## config.mk

```make
export PLATFORM = sky130hd
export DESIGN_NAME = mirfak_clint
export DESIGN_NICKNAME = d
export VERILOG_FILES = /design/src/rtl/mirfak_clint_pkg.sv /design/src/rtl/mirfak_clint_timer.sv /design/src/rtl/mirfak_clint.sv
export SDC_FILE = /design/constraint.sdc
export NUM_CORES = 1
export LEC_CHECK = 0
export CAP_MARGIN = 20
export CORE_UTILIZATION = 30
export DETAILED_ROUTE_END_ITERATION = 10
export GPL_TIMING_DRIVEN = 0
export SYNTH_ARGS = -nofsm -noshare
export SYNTH_HDL_FRONTEND = slang
export SYNTH_SLANG_ARGS = --single-unit
```

## constraint.sdc

```tcl
create_clock -name clk_i -period 2.85 [get_ports clk_i]
set_clock_uncertainty 0.1 [all_clocks]
set_input_delay 0.4275 -clock clk_i [delete_from_list [all_inputs] [get_ports clk_i]]
set_output_delay 0.4275 -clock clk_i [all_outputs]
set_load 0.05 [all_outputs]
```

## src/rtl/mirfak_clint_pkg.sv

```systemverilog
// Shared constants and address decode for the Mirfak core-local interruptor.
package mirfak_clint_pkg;

   localparam logic [15:0] CLINT_MSIP        = 16'h0000;
   localparam logic [15:0] CLINT_MTIMECMP_LO = 16'h4000;
   localparam logic [15:0] CLINT_MTIMECMP_HI = 16'h4004;
   localparam logic [15:0] CLINT_MTIME_LO    = 16'hBFF8;
   localparam logic [15:0] CLINT_MTIME_HI    = 16'hBFFC;

   localparam logic [63:0] MTIMECMP_RST = 64'hFFFF_FFFF_FFFF_FFFF;

   typedef enum logic [2:0] {
      REG_NONE,
      REG_MSIP,
      REG_CMP_LO,
      REG_CMP_HI,
      REG_TIME_LO,
      REG_TIME_HI
   } clint_reg_e;

   // Byte-lane bits [1:0] are masked off, so any byte address inside a word hits it.
   function automatic clint_reg_e clint_decode(input logic [15:0] addr);
      logic [15:0] word;
      word = addr & 16'hFFFC;
      case (word)
         CLINT_MSIP:        return REG_MSIP;
         CLINT_MTIMECMP_LO: return REG_CMP_LO;
         CLINT_MTIMECMP_HI: return REG_CMP_HI;
         CLINT_MTIME_LO:    return REG_TIME_LO;
         CLINT_MTIME_HI:    return REG_TIME_HI;
         default:           return REG_NONE;
      endcase
   endfunction

endpackage

```

## src/rtl/mirfak_clint_timer.sv

```systemverilog
// 64-bit mtime counter with byte-enabled half-word write ports.
// Optional tick prescaler enabled by MIRFAK_CLINT_PRESCALER_EN.
module mirfak_clint_timer #(
   parameter int unsigned DIVIDER = 1
) (
   input  logic        clk_i,
   input  logic        rst_ni,
   input  logic        wr_lo,
   input  logic        wr_hi,
   input  logic [31:0] wdata,
   input  logic [3:0]  wsel,
   output logic [63:0] mtime
);

   logic [63:0] mtime_reg;
   logic [63:0] mtime_next;
   logic [31:0] lo_merged;
   logic [31:0] hi_merged;
   logic        tick;

   genvar gi;
   generate
      for (gi = 0; gi < 4; gi++) begin : g_byte
         assign lo_merged[gi*8 +: 8] = wsel[gi] ? wdata[gi*8 +: 8] : mtime_reg[gi*8 +: 8];
         assign hi_merged[gi*8 +: 8] = wsel[gi] ? wdata[gi*8 +: 8] : mtime_reg[32 + gi*8 +: 8];
      end
   endgenerate

`ifdef MIRFAK_CLINT_PRESCALER_EN
   localparam int unsigned PW = (DIVIDER > 1) ? $clog2(DIVIDER) : 1;
   localparam logic [PW-1:0] PRESC_MAX = PW'(DIVIDER - 1);

   logic [PW-1:0] presc_reg;
   logic [PW-1:0] presc_next;

   assign tick = (presc_reg == PRESC_MAX);

   // A software write to mtime restarts the tick period from zero.
   always_comb begin
      presc_next = presc_reg + PW'(1);
      if (tick || wr_lo || wr_hi) begin
         presc_next = '0;
      end
   end

   always_ff @(posedge clk_i or negedge rst_ni) begin
      if (!rst_ni) begin
         presc_reg <= '0;
      end else begin
         presc_reg <= presc_next;
      end
   end
`else
   // DIVIDER is at least 1, so this is a tick on every cycle.
   assign tick = (DIVIDER != 0);
`endif

   always_comb begin
      mtime_next = mtime_reg;
      if (wr_lo || wr_hi) begin
         if (wr_lo) begin
            mtime_next[31:0] = lo_merged;
         end
         if (wr_hi) begin
            mtime_next[63:32] = hi_merged;
         end
      end else if (tick) begin
         mtime_next = mtime_reg + 64'd1;
      end
   end

   always_ff @(posedge clk_i or negedge rst_ni) begin
      if (!rst_ni) begin
         mtime_reg <= '0;
      end else begin
         mtime_reg <= mtime_next;
      end
   end

   assign mtime = mtime_reg;

endmodule

```

## src/rtl/mirfak_clint.sv

```systemverilog
// Core-local interruptor: Wishbone B4 classic slave with msip, mtimecmp and mtime.
// Build option: MIRFAK_CLINT_PRESCALER_EN enables the DIVIDER tick prescaler.
module mirfak_clint #(
   parameter int unsigned DIVIDER = 1
) (
   input  logic        clk_i,
   input  logic        rst_ni,
   input  logic [15:0] wbs_addr_i,
   input  logic [31:0] wbs_dat_i,
   input  logic [3:0]  wbs_sel_i,
   input  logic        wbs_cyc_i,
   input  logic        wbs_stb_i,
   input  logic        wbs_we_i,
   output logic [31:0] wbs_dat_o,
   output logic        wbs_ack_o,
   output logic        wbs_err_o,
   output logic        xint_msip_o,
   output logic        xint_mtip_o
);

   import mirfak_clint_pkg::*;

   logic        ack_reg;
   logic        err_reg;
   logic [31:0] dat_reg;
   logic        msip_reg;
   logic [63:0] mtimecmp_reg;
   logic        mtip_reg;

   logic        req;
   logic        wr_en;
   clint_reg_e  reg_sel;
   logic [31:0] rdata;
   logic [31:0] cmp_lo_merged;
   logic [31:0] cmp_hi_merged;
   logic [63:0] mtime;
   logic        time_wr_lo;
   logic        time_wr_hi;

   genvar gi;
   generate
      for (gi = 0; gi < 4; gi++) begin : g_byte
         assign cmp_lo_merged[gi*8 +: 8] = wbs_sel_i[gi] ? wbs_dat_i[gi*8 +: 8]
                                                         : mtimecmp_reg[gi*8 +: 8];
         assign cmp_hi_merged[gi*8 +: 8] = wbs_sel_i[gi] ? wbs_dat_i[gi*8 +: 8]
                                                         : mtimecmp_reg[32 + gi*8 +: 8];
      end
   endgenerate

   // A request is taken only while no response is outstanding, giving a 2-cycle cadence.
   always_comb begin
      req     = wbs_cyc_i & wbs_stb_i & ~ack_reg & ~err_reg;
      reg_sel = clint_decode(wbs_addr_i);
      wr_en   = req & wbs_we_i;
      rdata   = '0;
      case (reg_sel)
         REG_MSIP:    rdata = {31'b0, msip_reg};
         REG_CMP_LO:  rdata = mtimecmp_reg[31:0];
         REG_CMP_HI:  rdata = mtimecmp_reg[63:32];
         REG_TIME_LO: rdata = mtime[31:0];
         REG_TIME_HI: rdata = mtime[63:32];
         default:     rdata = '0;
      endcase
   end

   // An all-zero byte enable leaves mtime counting normally.
   assign time_wr_lo = wr_en && (reg_sel == REG_TIME_LO) && (wbs_sel_i != 4'b0000);
   assign time_wr_hi = wr_en && (reg_sel == REG_TIME_HI) && (wbs_sel_i != 4'b0000);

   mirfak_clint_timer #(
      .DIVIDER (DIVIDER)
   ) u_timer (
      .clk_i  (clk_i),
      .rst_ni (rst_ni),
      .wr_lo  (time_wr_lo),
      .wr_hi  (time_wr_hi),
      .wdata  (wbs_dat_i),
      .wsel   (wbs_sel_i),
      .mtime  (mtime)
   );

   always_ff @(posedge clk_i or negedge rst_ni) begin
      if (!rst_ni) begin
         ack_reg      <= 1'b0;
         err_reg      <= 1'b0;
         dat_reg      <= '0;
         msip_reg     <= 1'b0;
         mtimecmp_reg <= MTIMECMP_RST;
         mtip_reg     <= 1'b0;
      end else begin
         ack_reg  <= 1'b0;
         err_reg  <= 1'b0;
         mtip_reg <= (mtime >= mtimecmp_reg);
         if (req) begin
            if (reg_sel == REG_NONE) begin
               err_reg <= 1'b1;
               dat_reg <= '0;
            end else begin
               ack_reg <= 1'b1;
               dat_reg <= rdata;
            end
         end
         if (wr_en) begin
            case (reg_sel)
               REG_MSIP: begin
                  if (wbs_sel_i[0]) begin
                     msip_reg <= wbs_dat_i[0];
                  end
               end
               REG_CMP_LO: mtimecmp_reg[31:0]  <= cmp_lo_merged;
               REG_CMP_HI: mtimecmp_reg[63:32] <= cmp_hi_merged;
               default: ;
            endcase
         end
      end
   end

   assign wbs_ack_o   = ack_reg;
   assign wbs_err_o   = err_reg;
   assign wbs_dat_o   = dat_reg;
   assign xint_msip_o = msip_reg;
   assign xint_mtip_o = mtip_reg;

endmodule

```

---- Yosys cells after proc, flatten, opt, wreduce, memory -nomap -nowiden ----
Index checks and enable logic that the tools add are counted.
word-level totals
  bits of input ports ..................... 57
  flip-flop bits (word level) ............. 164
  output and inout port bits .............. 36
  memory bits (writable) .................. 0
  logic and storage cells ................. 83
  ROM bits ................................ 0
  memories kept ........................... 0
  latch bits .............................. 0
cells by class
  shift-type cells ........................ 0
  add/subtract/negate cells ............... 1
  order comparisons ....................... 1
  multiplexer cells ....................... 14
  $mul .................................... 0
  divide/modulo/power cells ............... 0
  bitwise logic cells ..................... 6
  reductions and logical operators ........ 25
  eq/ne operators ......................... 15
operator list
  operator               number
  $pmux 32 s5            1
  $mux 32                3
  $add 64x1->64 const B  1
  $ge 64x64->1           1
  $mux 64                1
  $mux 8                 4
  $eq 14x13->1 const B   2
  $eq 14x14->1 const B   2
  $reduce_and 3->1       9
  $logic_not 16->1       1
  $reduce_and 2->1       8
  $pmux 3 s5             1
  $ne 2x2->1 const B     4
  $eq 3x2->1 const B     2
  $eq 3x3->1 const B     2
  $and 1x1->1            4
  $logic_and 1x1->1      4
  $mux 1                 4
  $ne 2x1->1 const B     2
  $reduce_bool 4->1      1
  $eq 3x1->1 const B     1
  $logic_not 3->1        1
  $not 1->1              2
  $logic_or 1x1->1       1

---- Logic depth before layout (Yosys ltp) ----
Gate-level depths: netlist of run 1.
  word-level depth ........................ 9
  mapped depth ............................ 10
  gate-level depth less buffers ........... 8

---- By module ----
Synthesis of run 1 repeated with hierarchy kept, for this count alone.
unflattened totals
  cell total of the unflattened synthesis .. 1115
  area, all modules ....................... 10271.1 um^2
by module, submodules not included
  module              area an instance (um^2)  times used  sequential area each (um^2)  cells an instance
  mirfak_clint        6284.8                   1           2582.5                       629
  mirfak_clint_timer  3986.3                   1           1601.5                       486

---- Worst setup path before layout of run 1 ----
Ideal clock, no wire load.
  kind .................................... flip-flop to flip-flop
  start point ............................. register ack_reg, in the netlist wbs_ack_o
  end point ............................... register u_timer.mtime_reg[41], in the netlist u_timer.mtime[41]
  required time ........................... 2.624 ns
  arrival ................................. 2.098 ns
  library setup time ...................... 0.126 ns
  cell stages (with the launch flop) ...... 8
  path buffers ............................ 1
  setup slack ............................. 0.526 ns
  period minus slack after synthesis ...... 2.324 ns
  path through ............................ dfrtp_1 -> nor4bb_1 -> buf_2 -> and3_1 -> nand3_1 -> nand2_1 -> o21ai_0 -> a221o_1
between the ends
  word-level cells in the longest chain between the ends .. 9
  elaborated cells between the ends (all ways) .. 13
  classes of those cells .................. 2 x eq/ne; 1 x mux; 4 x bitwise; 6 x reduce/logical
ends and longest elaborated chain
  element                                                    RTL line                                RTL
  start: declaration                                         mirfak_clint.sv:23                      logic ack_reg;
  start signal: assignment                                   mirfak_clint.sv:84                      ack_reg <= 1'b0;
  start signal: assignment                                   mirfak_clint.sv:91                      ack_reg <= 1'b0;
  start signal: assignment                                   mirfak_clint.sv:99                      ack_reg <= 1'b1;
  $not 1->1 *                                                mirfak_clint.sv:52                      req = wbs_cyc_i & wbs_stb_i & ~ack_reg & ~err_reg;
  $and 1x1->1 * (2 in a row)                                 mirfak_clint.sv:52
  $and 1x1->1 *                                              mirfak_clint.sv:54                      wr_en = req & wbs_we_i;
  $logic_and 1x1->1 (on tied branches) (2 in a row)          mirfak_clint.sv:67, mirfak_clint.sv:68
  $logic_or 1x1->1                                           mirfak_clint_timer.sv:60                if (wr_lo || wr_hi) begin
  $ne 2x2->1 (no source line) or $ne 2x1->1 (tied branches)  n/a
  $reduce_and 2->1 (no source line)                          n/a
  end signal: assignment                                     mirfak_clint_timer.sv:76                mtime_reg <= mtime_next;
  end: declaration                                           mirfak_clint_timer.sv:15                logic [63:0] mtime_reg;
Mark *: on every way between the ends. The rest lies on a longest branch, timed or not.
A chain may end at the register's enable or synchronous reset.

---- Final worst setup path of run 1 ----
  start point ............................. input port wbs_sel_i[0]
  end point ............................... register u_timer.mtime_reg[49], in the netlist u_timer.mtime[49]
between the ends
  word-level cells in the longest chain between the ends .. 5
  elaborated cells between the ends (all ways) .. 8
  classes of those cells .................. 2 x eq/ne; 1 x mux; 5 x reduce/logical
ends and longest elaborated chain
  element                                                    RTL line                                RTL
  start: declaration                                         mirfak_clint.sv:10                      input logic [3:0] wbs_sel_i,
  $reduce_bool 4->1 *                                        mirfak_clint.sv:67, mirfak_clint.sv:68
  $logic_and 1x1->1 (on tied branches)                       mirfak_clint.sv:67, mirfak_clint.sv:68
  $logic_or 1x1->1                                           mirfak_clint_timer.sv:60
  $ne 2x2->1 (no source line) or $ne 2x1->1 (tied branches)  n/a
  $reduce_and 2->1 (no source line)                          n/a
Marks and branches as above.

==> Flow_metrics.wiki, run 1 <==
{| class="wikitable"
! Metric !! Value
|-
| Depth of the worst register-to-register path || 7
|-
| H-tree level count || 4
|-
| Number of buffers added by the clock tree synthesis step || 17
|-
| Most frequent cells after synthesis || sky130_fd_sc_hd__nand2_1, sky130_fd_sc_hd__dfrtp_1, sky130_fd_sc_hd__o21ai_0
|-
| Largest area contributor in the synthesized netlist || sky130_fd_sc_hd__dfrtp_1
|-
| Routed len/inst || around 23 um
|-
| Unrepaired setup endpoints after global routing || yes
|-
| Post-route standard cell area excluding fillers || roughly 0.012 mm^2
|-
| CP Capture Type || register
|-
| Starting utilization of the core area || between 30% and 40%
|-
| Post-detailed-placement half-perimeter wirelength || 28930 um
|-
| Antenna Cells || 0
|-
| Deepest clock path buffer count || 2
|-
| Width of the die || about 190 um
|-
| Endpoints failing setup || 0
|-
| CTS tree || done
|-
| Worst Hold Margin || roughly 0.39 ns
|-
| First-pass GRT wire length || between 60000 and 70000 um
|-
| Final WS setup || a little over 0.02 ns
|-
| Biggest cell delay along the critical path || approximately 0.65 ns
|-
| Total nets after synthesis || 1258
|-
| Vert. Die Dim || 186.5 um
|-
| Destination of the worst hold path || xint_msip_o
|-
| Register bit total from synthesis || 164
|-
| Min cycle time layout || approximately 2.8 ns
|-
| Syn Std Cell Area || just over 0.01 mm^2
|-
| Die Area || about 0.035 mm^2
|-
| Total Routed Length || 39760 um
|-
| Status || finished, final reports clean
|-
| Standard cell area after detailed placement || 0.01169 mm^2
|-
| Syn. warnings || 0
|-
| Crit-path cells || clkdlybuf4s50_1 > or4_4 > and3_4 > buf_6 > nand2_2 > buf_2 > o41ai_2 > a21oi_1 > a211oi_1
|-
| Achievable clock frequency || 353.4 MHz
|-
| Clock transition at the registers of the reported paths || about 0.070 ns
|-
| NumNets Final || between 1000 and 1500
|-
| Async set-or-reset flop fraction in the synthesized netlist || between 90% and 100%
|-
| Sequential share of the synthesized area || approximately two fifths
|-
| Count of mapped cells out of synthesis || between 1000 and 1500
|-
| Top cells by area in the synthesized netlist || sky130_fd_sc_hd__dfrtp_1, sky130_fd_sc_hd__dfstp_2, sky130_fd_sc_hd__ha_1
|-
| Final Hold Viols || 0
|-
| Via/cell ratio || 5.775
|-
| Routability cong. || between 0.9 and 1
|-
| Synth Area per Inst || approximately 9.0 um^2
|-
| Slowest CP cell || sky130_fd_sc_hd__clkdlybuf4s50_1
|-
| Portion of the clock cycle consumed by the worst path in the final layout || between 90 and 100%
|-
| FILL cells || approximately 3400
|-
| Power density over the cells || roughly 430 mW/mm^2
|-
| Crit start category || primary input
|-
| CP bufs+invs || 3
|-
| Input/output buffers || approximately 90
|-
| Final Max Slew Viols || 0
|-
| DRT Pass-1 Iters || 6
|-
| Worst path top cell family by delay || buffers and inverters
|-
| Remaining number of nets flagged by the antenna check after routing || 0
|-
| Worst hold path depth || 3
|-
| Standby leakage power || between 5 and 6 nW
|-
| Clk Latency, worst-skew pair || approximately 0.44 ns
|-
| Pre-CTS worst setup slack || -0.8896 ns
|-
| Total Power Consumption || around 0.0053 W
|-
| Detailed router's first-iteration violation count || 1131
|-
| Area share of the largest cell type after synthesis || between 20% and 30%
|-
| CORE AREA || about 0.034 mm^2
|-
| Peak VDD IR || 0.4251 mV
|-
| Antenna violations before repair || 1
|-
| Reg-to-reg slack, setup || around 0.08 ns
|-
| Most repeated cell in the gate-level netlist after synthesis || sky130_fd_sc_hd__nand2_1
|-
| Largest net degree at the start of global routing || 98
|-
| Syn-to-layout area delta || 21.69%
|-
| Launching point of the worst reg2reg path || u_timer.mtime[1]
|-
| Hold_sp || wbs_addr_i[14]
|-
| Arrival time reported for the critical path endpoint || between 3 and 4 ns
|-
| Worst slew margin relative to its limit || 39.46%
|-
| Count of cell types in the netlist || between 70 and 80
|-
| Crit path max fanout || 10
|-
| Transition time at the pin with the least slew margin || a little over 0.9 ns
|-
| Worst setup path class || in2reg
|-
| Vias in the first global route || about 10000
|-
| Via total after detailed routing || approximately 9900
|-
| End of the worst register-to-register path || u_timer.mtime[48]
|-
| Max-cap violations || 0
|-
| Class of the most critical hold timing path || in2reg
|-
| Data required time at the worst endpoint || 3.05 ns
|-
| Sinks on Clock Net || roughly 160
|-
| Count of boundary I/O pins || 93
|-
| Global-route usage over all layers || between 20% and 30%
|-
| Row Count || between 60 and 70
|-
| Master cell of the clock root buffer || sky130_fd_sc_hd__clkbuf_16
|-
| Sum of negative setup slack || 0 ns
|-
| Count of unresolved DRC violations after routing || 0
|-
| Remaining global-route overflow || 0
|-
| Main flop type after synthesis || sky130_fd_sc_hd__dfrtp_1
|-
| Number of enable flip-flop cells after synthesis || 0
|-
| Share of cells above drive strength 1 || between 10% and 20%
|}
where the power goes:
group          switching [W]  total [W]  internal, W  leakage [nW]
Sequential         0.0000865    0.00247      0.00238          1.95
Combinational       0.000285   0.000449     0.000164          3.06
Clock                0.00101    0.00238      0.00137         0.288
Total                0.00139    0.00530      0.00391          5.30
kinds of logic after synthesis:
family	share of synthesized area, %
AND/OR/NAND/NOR	22.77
AO/OA/AOI/OAI	21.74
flip-flops	40.98
buffers and inverters	4.987
adder cells (fa/ha/maj)	7.965
multiplexers	1.397
XOR/XNOR	0.1716
worst max-delay path by stage:
| stage | startpoint | end | slack, ns | cells after the start |
|---|---|---|---|---|
| after floorplan | wbs_ack_o | u_timer.mtime[41] | 0.53 | 7 |
| after global placement | rst_ni | wbs_dat_o[10] | -5.86 | 1 |
| after detailed placement | wbs_addr_i[12] | wbs_dat_o[8] | -0.89 | 8 |
| after CTS | wbs_addr_i[12] | wbs_dat_o[23] | 0.04 | 7 |
| after global routing | wbs_addr_i[12] | wbs_dat_o[13] | -0.07 | 7 |
| final | wbs_sel_i[0] | u_timer.mtime[49] | 0.02 | 9 |
timing repair:
| item | 4_1_cts | 5_1_grt |
|---|---|---|
| endpoints found under the setup margin | 87 | 102 |
| hold endpoints to repair | 43 | 0 |
| gates resized for setup | 16 | 25 |
| setup buffers | 0 | 1 |
| hold buffers | 1 | 0 |
| pin swaps | 0 | 1 |
cell usage in the layout, fill, tap and decap left out, types with 18 or more instances in the layout:
cell type and instances:
sky130_fd_sc_hd__inv_1 70, sky130_fd_sc_hd__clkbuf_16 18, sky130_fd_sc_hd__dfrtp_1 100, sky130_fd_sc_hd__nor3_1 43, sky130_fd_sc_hd__nand4_1 22, sky130_fd_sc_hd__ha_1 65
sky130_fd_sc_hd__and3_1 26, sky130_fd_sc_hd__buf_2 23, sky130_fd_sc_hd__a21oi_1 64, sky130_fd_sc_hd__dfstp_2 64, sky130_fd_sc_hd__nand3_1 47, sky130_fd_sc_hd__o22ai_1 26
sky130_fd_sc_hd__nand2_1 143, sky130_fd_sc_hd__a211oi_1 29, sky130_fd_sc_hd__nor2_1 69, sky130_fd_sc_hd__clkdlybuf4s50_1 87, sky130_fd_sc_hd__o21ai_0 95
tightest hold or removal path, cell delays in order:
cell and delay [ns]:
sky130_fd_sc_hd__buf_2 0.16, sky130_fd_sc_hd__nor4_1 0.08, sky130_fd_sc_hd__mux2_2 0.22
per-stage QoR:
stage / cells / utilization [%]
after floorplan: 1136 / -
after global placement: 1672 / 34.75
after detailed placement: 1673 / 34.85
after CTS: 1705 / 36.74
after global routing: 1706 / 37.06
final: 1706 / 37.06
per-layer routing:
metal | GRT usage (%) | share of wire, % | wire (um) | vias up
li1 | - | - | - | 4467
met1 | 30.19 | 42 | 16860 | 4819
met2 | 35.51 | 45 | 17970 | 452
met3 | 4.758 | 7.5 | 2974 | 113
met4 | 12.36 | 4.9 | 1951 | 2
met5 | 0 | 0.025 | 10 | -
area by class of cell:
type	instances	area, um^2	share of cell area, %
buffer	49	274.0	2.205
clock buffer	24	483.0	3.887
clock inverter	8	98.84	0.7955
inverter	70	262.8	2.115
multi-input combinational	852	5619	45.22
sequential	164	4184	33.67
tap	448	560.5	4.511
timing repair buffer	91	943.4	7.592
(Power assumes the default switching activity.)
==> run 2: changes to the inputs <==
Settings changed: CAP_MARGIN 20 to 25.
==> Flow_metrics.wiki, run 2 (synthesis gave the netlist of run 1 again) <==
{| class="wikitable"
! Metric !! Value
|-
| Depth of the worst register-to-register path || 7
|-
| Crit path max fanout || 10
|-
| Number of buffers added by the clock tree synthesis step || 17
|-
| Peak VDD IR || ~0.44 mV
|-
| Final Max Slew Viols || 0
|-
| Commonest cells after routing, fill and taps aside || sky130_fd_sc_hd__nand2_1, sky130_fd_sc_hd__dfrtp_1, sky130_fd_sc_hd__o21ai_0
|-
| CORE AREA || ~0.034 mm^2
|-
| Share of cells above drive strength 1 || roughly 16%
|-
| Antenna Cells || 0
|-
| Master cell of the clock root buffer || sky130_fd_sc_hd__clkbuf_16
|-
| Most common cell after layout, fill and taps aside || sky130_fd_sc_hd__nand2_1
|-
| Row Count || 67
|-
| Starting utilization of the core area || between 30% and 40%
|-
| CTS tree || done
|-
| Class of the most critical hold timing path || in2reg
|-
| Deepest clock path buffer count || 2
|-
| Input/output buffers || a little under 90
|-
| Width of the die || between 150 and 200 um
|-
| First-pass GRT wire length || between 60000 and 70000 um
|-
| Clock transition at the registers of the reported paths || about 0.07 ns
|-
| Sum of negative setup slack || 0 ns
|-
| Power density over the cells || between 400 and 500 mW/mm^2
|-
| Count of unresolved DRC violations after routing || 0
|-
| Vert. Die Dim || 186.5 um
|-
| Endpoints failing setup || 0
|-
| Via/cell ratio || between 5 and 6
|-
| Post-Place Cells || roughly 1700
|-
| Largest net degree at the start of global routing || between 90 and 100
|-
| Crit start category || primary input
|-
| Post-detailed-placement half-perimeter wirelength || 28990 um
|-
| Final Instance Count excl. Fillers || ~1700
|-
| Count of boundary I/O pins || 93
|-
| Achievable clock frequency || around 350 MHz
|-
| Standby leakage power || about 5.3 nW
|-
| Detailed router's first-iteration violation count || just over 1000
|-
| FILL cells || approximately 3500
|-
| NumNets Final || about 1400
|-
| Portion of the clock cycle consumed by the worst path in the final layout || 99.43%
|-
| Total Routed Length || 39630 um
|-
| Worst Hold Margin || ~0.38 ns
|-
| Status || finished, final reports clean
|-
| Routed len/inst || roughly 23 um
|-
| Arrival time reported for the critical path endpoint || between 3 and 4 ns
|-
| Worst setup path class || in2reg
|-
| Global-route usage over all layers || 23.04%
|-
| Worst slew margin relative to its limit || between 30% and 40%
|-
| Syn-to-layout area delta || 21.16%
|-
| Transition time at the pin with the least slew margin || approximately 0.97 ns
|-
| Worst hold path depth || 3
|-
| Sinks on Clock Net || 164
|-
| Vias in the first global route || between 9000 and 10000
|-
| Remaining number of nets flagged by the antenna check after routing || 0
|-
| Data required time at the worst endpoint || 3.10 ns
|-
| Die Area || approximately 0.035 mm^2
|-
| Standard cell area after detailed placement || 0.01169 mm^2
|-
| Min cycle time layout || ~2.8 ns
|-
| Routability cong. || about 0.94
|-
| H-tree level count || 4
|-
| Remaining global-route overflow || 0
|-
| Max-cap violations || 0
|-
| Final Hold Viols || 0
|-
| Antenna violations before repair || 0
|-
| DRT Pass-1 Iters || 6
|-
| Via total after detailed routing || a little under 10000
|-
| Unrepaired setup endpoints after global routing || yes
|-
| Clk Latency, worst-skew pair || around 0.45 ns
|-
| Post-route standard cell area excluding fillers || roughly 0.012 mm^2
|-
| CP Capture Type || register
|}
[run 2: cell count changes in the layout (fill, tap and decap cells not counted), moves of 2 or more]
cell,change
sky130_fd_sc_hd__clkinvlp_4,+4
sky130_fd_sc_hd__buf_2,+2
sky130_fd_sc_hd__clkinv_2,+2
sky130_fd_sc_hd__clkinv_4,-2
[run 2: cell type report]
class / instances / area (um^2) / share of cell area (%)
Buffer: 48 / 267.8 / 2.164
Clock buffer: 22 / 444.2 / 3.590
Clock inverter: 10 / 85.08 / 0.6877
Inverter: 70 / 262.8 / 2.124
Multi-Input combinational cell: 852 / 5612 / 45.36
Sequential cell: 164 / 4184 / 33.82
Tap cell: 448 / 560.5 / 4.531
Timing Repair Buffer: 93 / 955.9 / 7.727
[run 2: critical path, cell delays in order]
cell	delay (ns)
sky130_fd_sc_hd__clkdlybuf4s50_1	0.47
sky130_fd_sc_hd__nor4_2	0.44
sky130_fd_sc_hd__a41oi_2	0.59
sky130_fd_sc_hd__nor2_4	0.40
sky130_fd_sc_hd__buf_2	0.39
sky130_fd_sc_hd__a21oi_1	0.14
sky130_fd_sc_hd__o221ai_1	0.21
[run 2: timing repair]
action,in CTS,in global routing
hold endpoints to repair,43,0
setup buffers,0,2
hold buffers,1,0
setup endpoints to repair,74,92
pin swaps,0,1
cloned,0,0
resized for setup,13,27
[run 2: routing by layer]
| layer | global-route usage [%] | wire [um] | up-vias |
|---|---|---|---|
| met2 | 34.82 | 17770 | 479 |
| met1 | 30.92 | 17000 | 4815 |
| met5 | 0 | 0 | - |
| li1 | - | - | 4470 |
| met3 | 4.288 | 2882 | 122 |
| met4 | 13.02 | 1965 | 0 |
[run 2: worst paths after layout]
path                                          end             start  slack [ns]
max in group asynchronous         mtimecmp_reg[8]            rst_ni        1.34
worst max-delay path                wbs_dat_o[13]    wbs_addr_i[12]        0.02
worst max register to register  u_timer.mtime[42]  u_timer.mtime[5]        0.05
min in group asynchronous       u_timer.mtime[27]            rst_ni        0.43
worst min-delay path                  xint_msip_o    wbs_addr_i[14]        0.38
worst min register to register       wbs_dat_o[2]      wbs_dat_o[2]        0.39
[run 2: metrics by stage]
stage	utilization (%)	total power [W]	setup WS (ns)
floorplan	-	0.002652	0.5257
global placement	34.75	0.002930	-5.865
detailed placement	34.86	0.002942	-0.9102
CTS	36.60	0.005130	0.003077
global route	36.90	0.005268	-0.07982
finish	36.90	0.005112	0.01617
[run 2: power breakdown]
group	leakage, nW	total (W)	internal (W)	switching [W]
clock network	0.250	0.00220	0.00119	0.00101
logic	3.08	0.000448	0.000163	0.000285
registers	1.95	0.00247	0.00238	0.0000849
total	5.27	0.00511	0.00374	0.00138
